## src/rtl/instr_issue_if.sv

```systemverilog
// instr_issue_if: fetch-side handshake, ALU issue fields and completion strobes for the issue stage.
interface instr_issue_if;
  logic        ir_valid;
  logic        ir_ready;
  logic [31:0] ir;
  logic [31:0] pc;
  logic [31:0] instruction;
  logic [31:0] alu_ir;
  logic [31:0] alu_pc;
  logic [4:0]  rs1;
  logic [4:0]  rs2;
  logic [4:0]  rd;
  logic        state;
  logic        load_regfile;
  logic        jump_dv;
  logic        mem_done;
  logic        retire;
  logic        illegal;
  logic        timeout;
  modport master (
    output ir_valid, ir, pc, load_regfile, jump_dv, mem_done,
    input  ir_ready, instruction, alu_ir, alu_pc, rs1, rs2, rd, state, retire, illegal, timeout
  );
  modport slave (
    input  ir_valid, ir, pc, load_regfile, jump_dv, mem_done,
    output ir_ready, instruction, alu_ir, alu_pc, rs1, rs2, rd, state, retire, illegal, timeout
  );
endinterface

```

## src/rtl/instr_issue.sv

```systemverilog
// instr_issue: RV32IM decode-and-issue stage; issues one ALU op code, then waits for its completion.
module instr_issue #(
  parameter int TIMEOUT  = 64,
  parameter int NOP_CODE = 63
) (
  input logic           clk,
  input logic           rst_n,
  instr_issue_if.slave  bus
);
  localparam int CW = $clog2(TIMEOUT);
  typedef enum logic [1:0] {IDLE, ISSUE, WAIT} state_t;
  state_t st, nxt;
  logic [5:0] dec, code;
  logic [6:0] op, f7;
  logic [2:0] f3;
  logic [CW-1:0] cnt;
  logic legal, acc, done, to, busy, is_div, is_mem, is_br;
  logic unused;
  assign op = bus.ir[6:0];
  assign f3 = bus.ir[14:12];
  assign f7 = bus.ir[31:25];
  // branches retire on their own; the taken-jump strobe only matters to the ALU
  assign unused = bus.jump_dv;
  always_comb begin
    dec = '0;
    legal = 1'b0;
    case (op)
      7'b0110011: begin
        legal = f7 == 7'h00 || f7 == 7'h01 || (f7 == 7'h20 && (f3 == 3'd0 || f3 == 3'd5));
        dec = f7 == 7'h01 ? 6'd10 + 6'(f3) :
              f7 == 7'h20 ? (f3 == 3'd0 ? 6'd1 : 6'd7) :
              f3 == 3'd0  ? 6'd0 : f3 < 3'd6 ? 6'(f3) + 6'd1 : 6'(f3) + 6'd2;
      end
      7'b0010011: begin
        legal = f3 == 3'd1 ? f7 == 7'h00 : f3 == 3'd5 ? (f7 == 7'h00 || f7 == 7'h20) : 1'b1;
        dec = f3 == 3'd0 ? 6'd18 : f3 == 3'd1 ? 6'd24 :
              f3 == 3'd5 ? (f7[5] ? 6'd26 : 6'd25) :
              f3 < 3'd5  ? 6'(f3) + 6'd17 : 6'(f3) + 6'd16;
      end
      7'b0000011: begin
        legal = f3 != 3'd3 && f3 < 3'd6;
        dec = f3 < 3'd3 ? 6'd27 + 6'(f3) : 6'd26 + 6'(f3);
      end
      7'b0100011: begin
        legal = f3 < 3'd3;
        dec = 6'd32 + 6'(f3);
      end
      7'b1100011: begin
        legal = f3 != 3'd2 && f3 != 3'd3;
        dec = f3 < 3'd2 ? 6'd35 + 6'(f3) : 6'd33 + 6'(f3);
      end
      7'b1101111: begin
        legal = 1'b1;
        dec = 6'd41;
      end
      7'b1100111: begin
        legal = f3 == 3'd0;
        dec = 6'd42;
      end
      7'b0110111: begin
        legal = 1'b1;
        dec = 6'd43;
      end
      7'b0010111: begin
        legal = 1'b1;
        dec = 6'd44;
      end
      default: legal = 1'b0;
    endcase
  end
  assign is_div = code >= 6'd14 && code <= 6'd17;
  assign is_mem = code >= 6'd27 && code <= 6'd34;
  assign is_br  = code >= 6'd35 && code <= 6'd40;
  assign acc = st == IDLE && bus.ir_valid && bus.ir_ready;
  always_comb begin
    nxt = st;
    done = 1'b0;
    to = 1'b0;
    case (st)
      IDLE:  nxt = acc && legal ? ISSUE : IDLE;
      ISSUE: nxt = WAIT;
      WAIT: begin
        done = is_br || (is_mem ? bus.mem_done : bus.load_regfile);
        to = !done && cnt == CW'(TIMEOUT - 1);
        nxt = done || to ? IDLE : WAIT;
      end
      default: nxt = IDLE;
    endcase
  end
  always_ff @(posedge clk or negedge rst_n) begin
    if (!rst_n) begin
      st <= IDLE;
      code <= '0;
      cnt <= '0;
      busy <= 1'b0;
      bus.alu_ir <= '0;
      bus.alu_pc <= '0;
      bus.rs1 <= '0;
      bus.rs2 <= '0;
      bus.rd <= '0;
      bus.retire <= 1'b0;
      bus.illegal <= 1'b0;
      bus.timeout <= 1'b0;
    end else begin
      st <= nxt;
      cnt <= st == WAIT ? cnt + 1'b1 : '0;
      bus.retire <= done;
      bus.illegal <= acc && !legal;
      bus.timeout <= to;
      // divide flag drops one cycle after retire/abort so the ALU counter clears late
      busy <= acc && legal ? (dec >= 6'd14 && dec <= 6'd17) : (bus.retire || bus.timeout) ? 1'b0 : busy;
      if (acc) begin
        code <= dec;
        bus.alu_ir <= bus.ir;
        bus.alu_pc <= bus.pc;
        bus.rs1 <= bus.ir[19:15];
        bus.rs2 <= bus.ir[24:20];
        bus.rd <= bus.ir[11:7];
      end
    end
  end
  assign bus.ir_ready = st == IDLE && !bus.illegal;
  assign bus.state = busy;
  assign bus.instruction = 32'((st == ISSUE || (st == WAIT && is_div)) ? code : 6'(NOP_CODE));
endmodule

```

## src/flat_wrapper.sv

```systemverilog
// flat-port wrapper written by rule: the top's interface ports become plain ports
module instr_issue_flat 
#(
  parameter int TIMEOUT  = 64,
  parameter int NOP_CODE = 63
)
  (clk, rst_n, bus_ir_valid, bus_ir, bus_pc, bus_load_regfile, bus_jump_dv, bus_mem_done, bus_ir_ready, bus_instruction, bus_alu_ir, bus_alu_pc, bus_rs1, bus_rs2, bus_rd, bus_state, bus_retire, bus_illegal, bus_timeout);
  instr_issue_if bus_i ();
  input logic clk;
  input logic rst_n;
  input wire logic [$bits(bus_i.ir_valid)-1:0] bus_ir_valid;
  input wire logic [$bits(bus_i.ir)-1:0] bus_ir;
  input wire logic [$bits(bus_i.pc)-1:0] bus_pc;
  input wire logic [$bits(bus_i.load_regfile)-1:0] bus_load_regfile;
  input wire logic [$bits(bus_i.jump_dv)-1:0] bus_jump_dv;
  input wire logic [$bits(bus_i.mem_done)-1:0] bus_mem_done;
  output wire logic [$bits(bus_i.ir_ready)-1:0] bus_ir_ready;
  output wire logic [$bits(bus_i.instruction)-1:0] bus_instruction;
  output wire logic [$bits(bus_i.alu_ir)-1:0] bus_alu_ir;
  output wire logic [$bits(bus_i.alu_pc)-1:0] bus_alu_pc;
  output wire logic [$bits(bus_i.rs1)-1:0] bus_rs1;
  output wire logic [$bits(bus_i.rs2)-1:0] bus_rs2;
  output wire logic [$bits(bus_i.rd)-1:0] bus_rd;
  output wire logic [$bits(bus_i.state)-1:0] bus_state;
  output wire logic [$bits(bus_i.retire)-1:0] bus_retire;
  output wire logic [$bits(bus_i.illegal)-1:0] bus_illegal;
  output wire logic [$bits(bus_i.timeout)-1:0] bus_timeout;
  assign bus_i.ir_valid = bus_ir_valid;
  assign bus_i.ir = bus_ir;
  assign bus_i.pc = bus_pc;
  assign bus_i.load_regfile = bus_load_regfile;
  assign bus_i.jump_dv = bus_jump_dv;
  assign bus_i.mem_done = bus_mem_done;
  assign bus_ir_ready = bus_i.ir_ready;
  assign bus_instruction = bus_i.instruction;
  assign bus_alu_ir = bus_i.alu_ir;
  assign bus_alu_pc = bus_i.alu_pc;
  assign bus_rs1 = bus_i.rs1;
  assign bus_rs2 = bus_i.rs2;
  assign bus_rd = bus_i.rd;
  assign bus_state = bus_i.state;
  assign bus_retire = bus_i.retire;
  assign bus_illegal = bus_i.illegal;
  assign bus_timeout = bus_i.timeout;
  instr_issue #(.TIMEOUT(TIMEOUT), .NOP_CODE(NOP_CODE)) u_core (.clk(clk), .rst_n(rst_n), .bus(bus_i));
endmodule
```

## config.mk

```make
export PLATFORM = sky130hd
export DESIGN_NAME = instr_issue_flat
export DESIGN_NICKNAME = d
export VERILOG_FILES = /design/src/rtl/instr_issue_if.sv /design/src/rtl/instr_issue.sv /design/src/flat_wrapper.sv
export SDC_FILE = /design/constraint.sdc
export NUM_CORES = 1
export LEC_CHECK = 0
export ABC_AREA = 1
export ABC_CLOCK_PERIOD_IN_PS = 2900
export BUFFER_PORTS_ARGS = -buffer_cell sky130_fd_sc_hd__buf_2
export CAP_MARGIN = 20
export CORE_MARGIN = 1.5
export CORE_UTILIZATION = 53
export CTS_CLUSTER_SIZE = 10
export DETAILED_ROUTE_END_ITERATION = 8
export MAX_ROUTING_LAYER = met4
export PLACE_DENSITY = 0.84
export SLEW_MARGIN = 40
export SYNTH_ARGS = -nofsm -noshare
export SYNTH_HDL_FRONTEND = slang
export SYNTH_SLANG_ARGS = --single-unit
```

## constraint.sdc

```tcl
create_clock -name clk -period 2.9 [get_ports clk]
set_clock_uncertainty 0.1 [all_clocks]
set_input_delay 0.435 -clock clk [delete_from_list [all_inputs] [get_ports clk]]
set_output_delay 0.435 -clock clk [all_outputs]
set_load 0.02 [all_outputs]
```

==> results of run 1 <==
==> synthesized netlist by cell type (all sizes together), types with 3 or more instances <==
master	number	area (um2)
nand2	250	956
dfrtp	82	2050
buf	53	387
nor2	48	213
inv	46	173
o21ai	39	199
nand3	31	185
ha	12	150
nor3	5	25.0
a21oi	4	20.0
clkbuf	4	15.0
nand3b	4	30.0
o22ai	3	18.8
==> worst paths after layout <==
check,start,endpoint
max reg2reg,u_core.st[1],u_core.bus.alu_pc[30]
min,rst_n,u_core.bus.alu_ir[28]
max,u_core.st[0],bus_instruction[2]
min reg2reg,u_core.cnt[0],u_core.cnt[0]
min in group clk,bus_pc[11],u_core.bus.alu_pc[11]
max in group asynchronous,rst_n,u_core.code[4]
==> metrics by stage <==
step,hold WS (ns),worst slack (ns),util
2_1_floorplan,0.0394,0.983,-
3_3_place_gp,0.347,0.547,0.627
3_5_place_dp,0.359,0.554,0.628
4_1_cts,0.0314,0.553,0.650
5_1_grt,0.0523,0.375,0.650
6_report,0.00269,0.583,0.650
==> power by group <==
group	switching [mW]	internal [mW]
logic	0.695	0.305
registers	0.107	1.33
clock network	0.443	0.326
total	1.25	1.96
==> kinds of logic after synthesis <==
kind of cell | Yosys count | share of synthesized area
compound gates | 54 | 0.0666
fa+ha+maj | 12 | 0.0330
flops | 82 | 0.451
simple gates | 344 | 0.318
other cells | 1 | 0.000825
buf+inv | 103 | 0.126
xor+xnor | 2 | 0.00385
==> worst reg2reg max path: stages, from the launching register on <==
cell	delay [ns]
dfrtp_1	0.42
or3_1	0.40
inv_2	0.08
nand2_2	0.06
inv_2	0.12
buf_4	0.43
nand2_1	0.15
nand2_1	0.09
==> sequential cells by signal, summed over array words and instances (netlist names) <==
name                flops
u_core.bus.alu_ir      20
u_core.bus.alu_pc      32
u_core.bus.illegal      1
u_core.bus.rd           4
u_core.bus.retire       1
u_core.bus.rs1          4
u_core.bus.rs2          4
u_core.bus.state        1
u_core.bus.timeout      1
u_core.cnt              6
u_core.code             6
u_core.st               2
==> layout make-up <==
cell class,instances,area share
flip-flops and latches,82,0.382
multi-input cells,438,0.375
repair buffers,160,0.151
inverters,46,0.0322
well taps,105,0.0245
clock buffers,9,0.0231
clock inverters,7,0.0110
==> per-layer routing <==
layer,part of all wire,track usage
met4,0.0078,0.0588
met1,0.43,0.304
met5,0,-
met2,0.50,0.424
met3,0.067,0.0574
==> metrics.md, run 1 <==
| Metric | Value |
|---|---|
| Layout cells sized above 1 | 0.276 |
| Die Ht | 95.6 um |
| Diodes inserted | 0 |
| Rel. slew slack | 0.458 |
| DR pass1 iterations | 4 |
| Core ar. | 0.00826 mm2 |
| Clock Tree Buf Depth | 2 |
| Hold Violations, Final | 0 |
| First-pass GRT wire length | 17,300 um |
| Clock sinks | 82 |
| Via-per-instance ratio | 4.93 |
| Peak supply drop | 0.000313 V |
| Peak Freq | 0.432 GHz |
| Num rows | 33 |
| Placer Congestion | 0.958 |
| CP Max Fanout | 7 |
| TritonCTS Buffers | 9 |
| Congestion Overflow GR | 0 |
| CTS tree | built |
| Pwr dens | 597 mW/mm2 |
| # placed instances | 831 |
| Total Power | 3.20 mW |
| Most frequent cells in the layout | 245 x nand2_1, 157 x buf_2, 82 x dfrtp_1 |
| CTS H-tree lvls | 3 |
| Crit start category | register |
| Slew @ Worst Pin | 0.813 ns |
| CP arrival | 1.78 ns |
| Ys async rst share | 1.00 |
| CP required | 2.37 ns |
| Area growth from synthesis to layout | 18.0% |
| Fraction of the yosys area taken by sequential cells | 0.451 |
| Die Area | 0.00914 mm2 |
| EDFF count, synth | 0 |
| Routed len/inst | 13.5 um |
| Crit path max-delay family | buffers and inverters |
| Worst setup path category | register to primary output |
| Critical path depth | 7 |
| Final ANT Viol Nets | 0 |
| Post-DP Area | 0.00518 mm2 |
| Gr usage total | 0.251 |
| Max Cap Viol | 0 |
| Initial core utilization | 0.551 |
| Port Buf Inserts | 158 |
| Syn avg cell area | 7.60 um2 |
| Register area | 0.00205 mm2 |
| Critical path's slowest cell | dfrtp_1 |
| Status | finished, final reports clean |
| Tmin final | 2.32 ns |
| Setup Viol. Count Final | 0 |
| CTS Root Cell | clkbuf_8 |
| RSZ-0062 raised after global routing | no |
| Critical-path cell list | inv_1, nand2_1, inv_1, o2111ai_1, o21ai_0, nand2_1, buf_2 |
| Hold WC Path Type | primary input to asynchronous set/reset pin |
| Insertion delay to the later sink of the worst-skew pair | 0.34 ns |
| Commonest non-fill, non-tap cell in the layout | nand2_1 |
| Final Cell Area | 0.00537 mm2 |
| Clock transition at path regs | 0.09 ns |
| Static leakage | 3.12 nW |
| Drt total wl | 11,400 um |
| Crit. End Element | primary output |
| Synth Cell Area | 0.00455 mm2 |
| Flop-to-flop setup slack | 1.00 ns |
| Hold-fix buffers, CTS | 0 |
| # IOs | 186 |
| Largest net degree at the start of global routing | 87 |
| Yosys cell types | 36 |
| Multi-input gate area | 0.00201 mm2 |
| Final setup TNS | 0 ns |
| DRC | 0 |
| Initial drt markers | 171 |
| Yosys reg bits | 82 |
| Crit-path max cell delay | 0.38 ns |
| DIE WIDTH | 95.6 um |
| Number of global-route vias before repair | 3,718 |
| Final nets | 819 |
| Buffers & Inverters on Critical Path | 3 |
| Final period utilization | 0.799 |
| Synth warn | 0 |
| Vias | 4,177 |
| Buffer count from post-CTS setup fixing | 0 |
| Top_reg_cell synth | dfrtp_1 |
| Dpl hpwl | 8770 um |
| Non-Filler Instances | 847 |
| Number of gates resized after cts | 0 |
| Filler cells | 748 |
| Worst r2r path cells | 7 |
| Syn Inst Count | 598 |
| Initial antenna violation count | 0 |
| Final number of max-transition violations | 0 |
Power figures use the tool's default switching activity.
==> run 2: changes to the inputs <==
Settings changed: ABC_CLOCK_PERIOD_IN_PS 2900 to 2070, CORE_UTILIZATION 53 to 44, PLACE_DENSITY 0.84 to 0.74.
Clock period 2.9 ns to 2.07 ns, I/O delays scaled along.
==> run 2 against run 1 <==
Net effect: combinational power rose by 44%; sequential share of layout area down 1.4 points; via count is 1.7% higher; critical path type unchanged; non-clock buffer count rose by 22; sequential cell count is the same; cell area increased by 3.9%; critical endpoint is now bus_instruction[1]; cell count is 5.9% higher; worst setup slack lost 0.45 ns; largest power group unchanged; critical path depth did not move; core utilization fell by 8.7 points; sequential power grew 41%.
==> metrics.md, run 2 (synthesis gave the netlist of run 1 again) <==
| Metric | Value |
|---|---|
| Setup Viol. Count Final | 0 (unchanged) |
| RSZ-0062 raised after global routing | no |
| DR pass1 iterations | 5 (+1) |
| CTS H-tree lvls | 3 (unchanged) |
| Num rows | 36 (+9.1%) |
| Initial core utilization | 0.459 (-0.0918) |
| Static leakage | 3.22 nW (+3.4%) |
| Worst Setup EP | bus_instruction[1] |
| Peak supply drop | 0.000393 V (+25%) |
| CTS tree | built |
| Tmin final | 1.93 ns |
| Flop-to-flop setup slack | 0.36 ns (-0.64 ns) |
| Peak Freq | 0.517 GHz |
| Post-DP Area | 0.00538 mm2 (+3.9%) |
| Via-per-instance ratio | 4.73 (-4.0%) |
| Fin util | 0.563 (-0.0872) |
| Clock sinks | 82 (unchanged) |
| Max FFs per register | 32 (unchanged) |
| Crit. End Element | primary output |
| Diodes inserted | 0 (unchanged) |
| Congestion Overflow GR | 0 (unchanged) |
| Die Area | 0.0110 mm2 (+20%) |
| # IOs | 186 (unchanged) |
| Final nets | 841 (+2.7%) |
| Largest Register | u_core.bus.alu_pc |
| DIE WIDTH | 105 um (+9.4%) |
| CTS Root Cell | clkbuf_8 |
| Final number of max-transition violations | 0 (unchanged) |
| Vias | 4,247 (+1.7%) |
| Most frequent cells in the layout | 244 x nand2_1, 157 x buf_2, 82 x dfrtp_1 |
| Max Cap Viol | 0 (unchanged) |
| Commonest non-fill, non-tap cell in the layout | nand2_1 |
| Largest net degree at the start of global routing | 50 (-43%) |
| Insertion delay to the later sink of the worst-skew pair | 0.34 ns (about the same) |
| Register area | 0.00205 mm2 (unchanged) |
| Slew @ Worst Pin | 0.532 ns (-0.281 ns) |
| M1 wire length | 4990 um (+2.2%) |
| Multi-input gate area | 0.00203 mm2 (+0.56%) |
| Met2 wire length | 5800 um (+1.8%) |
| Worst setup path category | register to primary output |
| Clock transition at path regs | 0.08 ns (about the same) |
| Pwr dens | 798 mW/mm2 (+34%) |
| Dpl hpwl | 9280 um (+5.8%) |
| Routed len/inst | 13.1 um (-3.2%) |
| CP startpoint | u_core.st[0] |
| DRC | 0 (unchanged) |
| Rel. slew slack | 0.645 (+0.187) |
| Final Cell Area | 0.00557 mm2 (+3.9%) |
| Core ar. | 0.00991 mm2 (+20%) |
| Crit Reg-Reg Endpoint | u_core.bus.alu_pc[23] |
| Drt total wl | 11,700 um (+2.5%) |
| CP required | 1.66 ns (-0.71 ns) |
| Buffer count from post-CTS setup fixing | 0 (unchanged) |
| Final ANT Viol Nets | 0 (unchanged) |
| Gr usage total | 0.221 (-0.0304) |
| Port Buf Inserts | 158 (unchanged) |
| Final setup TNS | 0 ns (unchanged) |
| Hold WC Path Type | primary input to register |
| Worst r2r path cells | 7 (unchanged) |
| Filler cells | 940 (+26%) |
| Number of global-route vias before repair | 3,953 (+6.3%) |
| TritonCTS Buffers | 9 (unchanged) |
| Placer Congestion | 0.934 (-2.5%) |
| Top Registers | u_core.bus.alu_pc x32, u_core.bus.alu_ir x20 |
| Uppermost layer routed | met4 |
| Layout cells sized above 1 | 0.301 (+0.0248) |
| Crit start category | register |
| Final period utilization | 0.934 |
| Initial drt markers | 302 (+77%) |
| CP arrival | 1.52 ns (-0.26 ns) |
| WL met3 | 752 um (-2.6%) |
| Initial antenna violation count | 0 (unchanged) |
| First-pass GRT wire length | 18,800 um (+8.8%) |
| Status | finished, final reports clean |
| Reg2reg start | u_core.st[1] |
| Hold Violations, Final | 0 (unchanged) |
| CP Max Fanout | 7 (unchanged) |
| Area growth from synthesis to layout | 22.6% |
| Clock Tree Buf Depth | 2 (unchanged) |
| Die Ht | 105 um (+9.4%) |
-- run 2: cell count changes in the layout (fill, tap and decap cells not counted) --
cell,delta
buf_4,+21
clkinv_2,+3
inv_1,-2
inv_2,+2
inv_6,-2
buf_12,+1
buf_6,-1
dlygate4sd3_1,+1
inv_8,-1
nand2_1,-1
nand2_4,+1
o21ai_0,-1
o21ai_2,+1
-- run 2: worst min-delay path by stage --
| stage | cells past startpoint | end | slack (ns) | start |
|---|---|---|---|---|
| final | 3 | u_core.bus.alu_ir[24] | 0.06 | bus_ir[24] |
| after global routing | 3 | u_core.bus.alu_pc[11] | 0.04 | bus_pc[11] |
| after CTS | 3 | u_core.bus.alu_pc[11] | 0.04 | bus_pc[11] |
| after detailed placement | 1 | u_core.bus.alu_ir[12] | 0.23 | rst_n |
| after global placement | 1 | u_core.code[1] | 0.23 | rst_n |
| after floorplan | 0 | u_core.bus.alu_ir[0] | -0.09 | rst_n |
-- run 2: cell type report --
cell class	count	area share
clock inverters	7	0.00808
clock buffers	9	0.0222
repair buffers	182	0.177
well taps	133	0.0299
multi-input cells	438	0.363
flip-flops and latches	82	0.368
inverters	46	0.0310
-- run 2: stage by stage --
step                      setup WS [ns]  total power [mW]  hold slack, ns  instances
final                             0.137              4.45          0.0579        897
after global routing             0.0489              4.72          0.0407        897
after CTS                        0.0224              4.49          0.0379        897
after detailed placement        -0.0526              3.49           0.230        880
after global placement          -0.0134              3.46           0.232        880
after floorplan                   0.278              3.02         -0.0851        623
-- run 2: timing repair --
| action | in CTS | in global routing |
|---|---|---|
| cloned | 0 | 0 |
| resized for setup | 3 | 3 |
| endpoints found under the setup margin | 6 | 6 |
| hold buffers | 1 | 0 |
| endpoints found under the hold margin | 36 | 0 |
-- run 2: power by group --
group          total [mW]  leakage [nW]  internal [mW]  switching [mW]
sequential           2.01          1.04           1.86           0.151
combinational        1.44          2.10          0.459           0.979
clock               0.998        0.0891          0.433           0.565
-- run 2: worst max-delay path: stages (launching register included) --
cell	delay (ns)
dfrtp_1	0.39
inv_2	0.10
nand2_4	0.09
inv_2	0.09
o2111ai_1	0.13
o21ai_2	0.14
nand2_1	0.08
buf_2	0.16
-- run 2: per-layer routing --
layer | GRT usage | vias up
met1 | 0.271 | 1931
met5 | - | -
li1 | - | 2122
met3 | 0.0412 | 18
met2 | 0.372 | 176
met4 | 0.0636 | 0
==> run 3: changes to the inputs <==
Settings changed: GPL_TIMING_DRIVEN from default to 0.
==> run 3 against run 2 <==
Net effect: die area is the same; total power grew 10%; via count grew 2.8%; largest power group unchanged; non-clock buffer count is 38 higher; critical endpoint is now bus_instruction[3].
==> metrics.md, run 3 (synthesis gave the netlist of run 1 again) <==
| Metric | Value |
|---|---|
| Critical path's slowest cell | dfrtp_1 |
| Routed len/inst | 13.2 um (+0.59%) |
| Placer Congestion | 0.939 (+0.52%) |
| Insertion delay to the later sink of the worst-skew pair | 0.36 ns (+0.02 ns) |
| Peak Freq | 0.516 GHz (-0.21%) |
| Peak supply drop | 0.000354 V (-9.9%) |
| Pwr dens | 826 mW/mm2 (+3.6%) |
| Initial antenna violation count | 0 (unchanged) |
| Hold WC Path Type | primary input to register |
| Flop-to-flop setup slack | 0.26 ns (-0.10 ns) |
| CP arrival | 1.53 ns (about the same) |
| Static leakage | 3.43 nW (+6.4%) |
| DIE WIDTH | 105 um (unchanged) |
| Setup ws final | 0.133 ns (-0.00407 ns) |
| Commonest non-fill, non-tap cell in the layout | nand2_1 |
| Pre-CTS setup slack | -0.218 ns (-0.165 ns) |
| CP required | 1.66 ns (about the same) |
| Post-DP Area | 0.00563 mm2 (+4.6%) |
| Initial core utilization | 0.459 (unchanged) |
| Final ANT Viol Nets | 0 (unchanged) |
| Largest net degree at the start of global routing | 65 (+30%) |
| CTS H-tree lvls | 3 (unchanged) |
| Fin util | 0.599 (+0.0361) |
| Top Registers | u_core.bus.alu_pc x32, u_core.bus.alu_ir x20 |
| Crit. End Element | primary output |
| Port Buf Inserts | 158 (unchanged) |
| Crit Reg-Reg Endpoint | u_core.bus.rs1[0] |
| Worst Setup EP | bus_instruction[3] |
| DR pass1 iterations | 5 (unchanged) |
| Filler cells | 881 (-6.3%) |
| Congestion Overflow GR | 0 (unchanged) |
| Crit start category | register |
| Max FFs per register | 32 (unchanged) |
| # placed instances | 915 (+4.0%) |
| Via-per-instance ratio | 4.67 (-1.4%) |
| CP Max Fanout | 7 (unchanged) |
| Number of global-route vias before repair | 3,900 (-1.3%) |
| Final Cell Area | 0.00593 mm2 (+6.4%) |
| Die Area | 0.0110 mm2 (unchanged) |
| Num rows | 36 (unchanged) |
| Buffers & Inverters on Critical Path | 2 (-1) |
| CTS tree | built |
| Final setup TNS | 0 ns (unchanged) |
| First-pass GRT wire length | 19,400 um (+3.5%) |
| Tmin final | 1.94 ns (+0.00407 ns) |
| Dpl hpwl | 9750 um (+5.1%) |
| Gr usage total | 0.230 (+0.00982) |
| Hold WS | 0.0382 ns (-0.0197 ns) |
| CTS Root Cell | clkbuf_8 |
| Core ar. | 0.00991 mm2 (unchanged) |
| Critical path depth | 6 (-1) |
| Clock transition at path regs | 0.09 ns (about the same) |
| Reg2reg start | u_core.st[1] |
| Status | finished, final reports clean |
| Layout cells sized above 1 | 0.332 (+0.0306) |
| Most frequent cells in the layout | 244 x nand2_1, 163 x buf_2, 82 x dfrtp_1 |
| # IOs | 186 (unchanged) |
| Final number of max-transition violations | 0 (unchanged) |
| Crit-path max cell delay | 0.46 ns (+0.07 ns) |
| Clock Tree Buf Depth | 2 (unchanged) |
| Area growth from synthesis to layout | 30.5% |
| Diodes inserted | 0 (unchanged) |
| Worst setup path category | register to primary output |
| Die Ht | 105 um (unchanged) |
| Vias | 4,364 (+2.8%) |
| Largest Register | u_core.bus.alu_pc |
| Drt total wl | 12,300 um (+4.9%) |
| CP startpoint | u_core.st[1] |
| Non-Filler Instances | 935 (+4.2%) |
| Hold Violations, Final | 0 (unchanged) |
| DRC | 0 (unchanged) |
| Crit path max-delay family | flip-flops |
| Worst r2r path cells | 7 (unchanged) |
| Critical-path cell list | nand2_4, inv_2, o2111ai_1, o21ai_2, nand2_1, buf_2 |
| Final period utilization | 0.936 (+0.00196) |
| Total Power | 4.90 mW (+10%) |
| TritonCTS Buffers | 9 (unchanged) |
| RSZ-0062 raised after global routing | no |
| Setup Viol. Count Final | 0 (unchanged) |
| Clock sinks | 82 (unchanged) |
| Max Cap Viol | 0 (unchanged) |
| Initial drt markers | 331 (+9.6%) |
| Final nets | 879 (+4.5%) |
[run 3: changes by cell type in the layout (fill, tap and decap cells not counted), sizes merged]
cell      change
bufinv        +2
clkinv        -5
inv           -1
buf          +34
clkinvlp      +2
clkbuf        +6
[run 3: area by class of cell]
type / count / area, um2 / share of cell area
inverters: 46 / 176 / 0.0297
well taps: 133 / 166 / 0.0281
multi-input cells: 438 / 2040 / 0.344
plain buffers: 57 / 402 / 0.0677
repair buffers: 163 / 870 / 0.147
flip-flops and latches: 82 / 2050 / 0.346
clock inverters: 5 / 86.3 / 0.0146
clock buffers: 11 / 141 / 0.0238
[run 3: metal layers]
layer,part of all wire,global-route usage,up-vias
li1,-,-,2201
met1,0.42,0.283,1961
met2,0.50,0.383,181
met3,0.063,0.0474,21
met4,0.016,0.0695,0
met5,0,-,-
[run 3: what timing repair did]
item / in CTS / in global routing
endpoints found under the hold margin: 75 / 0
buffers inserted: 0 / 3
hold buffers: 1 / 0
gates resized for setup: 4 / 5
gates cloned: 0 / 0
endpoints found under the setup margin: 6 / 7
[run 3: worst min path at each step]
stage                        from                     to  slack (ns)  cells past startpoint
floorplan                   rst_n   u_core.bus.alu_ir[0]       -0.09                      0
global placement    u_core.cnt[0]          u_core.cnt[0]        0.35                      1
detailed placement          rst_n   u_core.bus.alu_ir[3]        0.06                      1
CTS                    bus_pc[17]  u_core.bus.alu_pc[17]        0.02                      3
global route           bus_pc[11]  u_core.bus.alu_pc[11]        0.02                      3
finish                 bus_pc[17]  u_core.bus.alu_pc[17]        0.04                      3
[run 3: report_power, final]
| part | switching [mW] | leakage [nW] | total (mW) | internal (mW) |
|---|---|---|---|---|
| registers | 0.152 | 1.04 | 2.01 | 1.86 |
| clock network | 0.585 | 0.108 | 1.31 | 0.721 |
| logic | 1.02 | 2.28 | 1.58 | 0.566 |
[run 3: worst min-delay path, cell delays in order]
cell	delay [ns]
buf_2	0.07
nand2_1	0.04
nand2_1	0.04
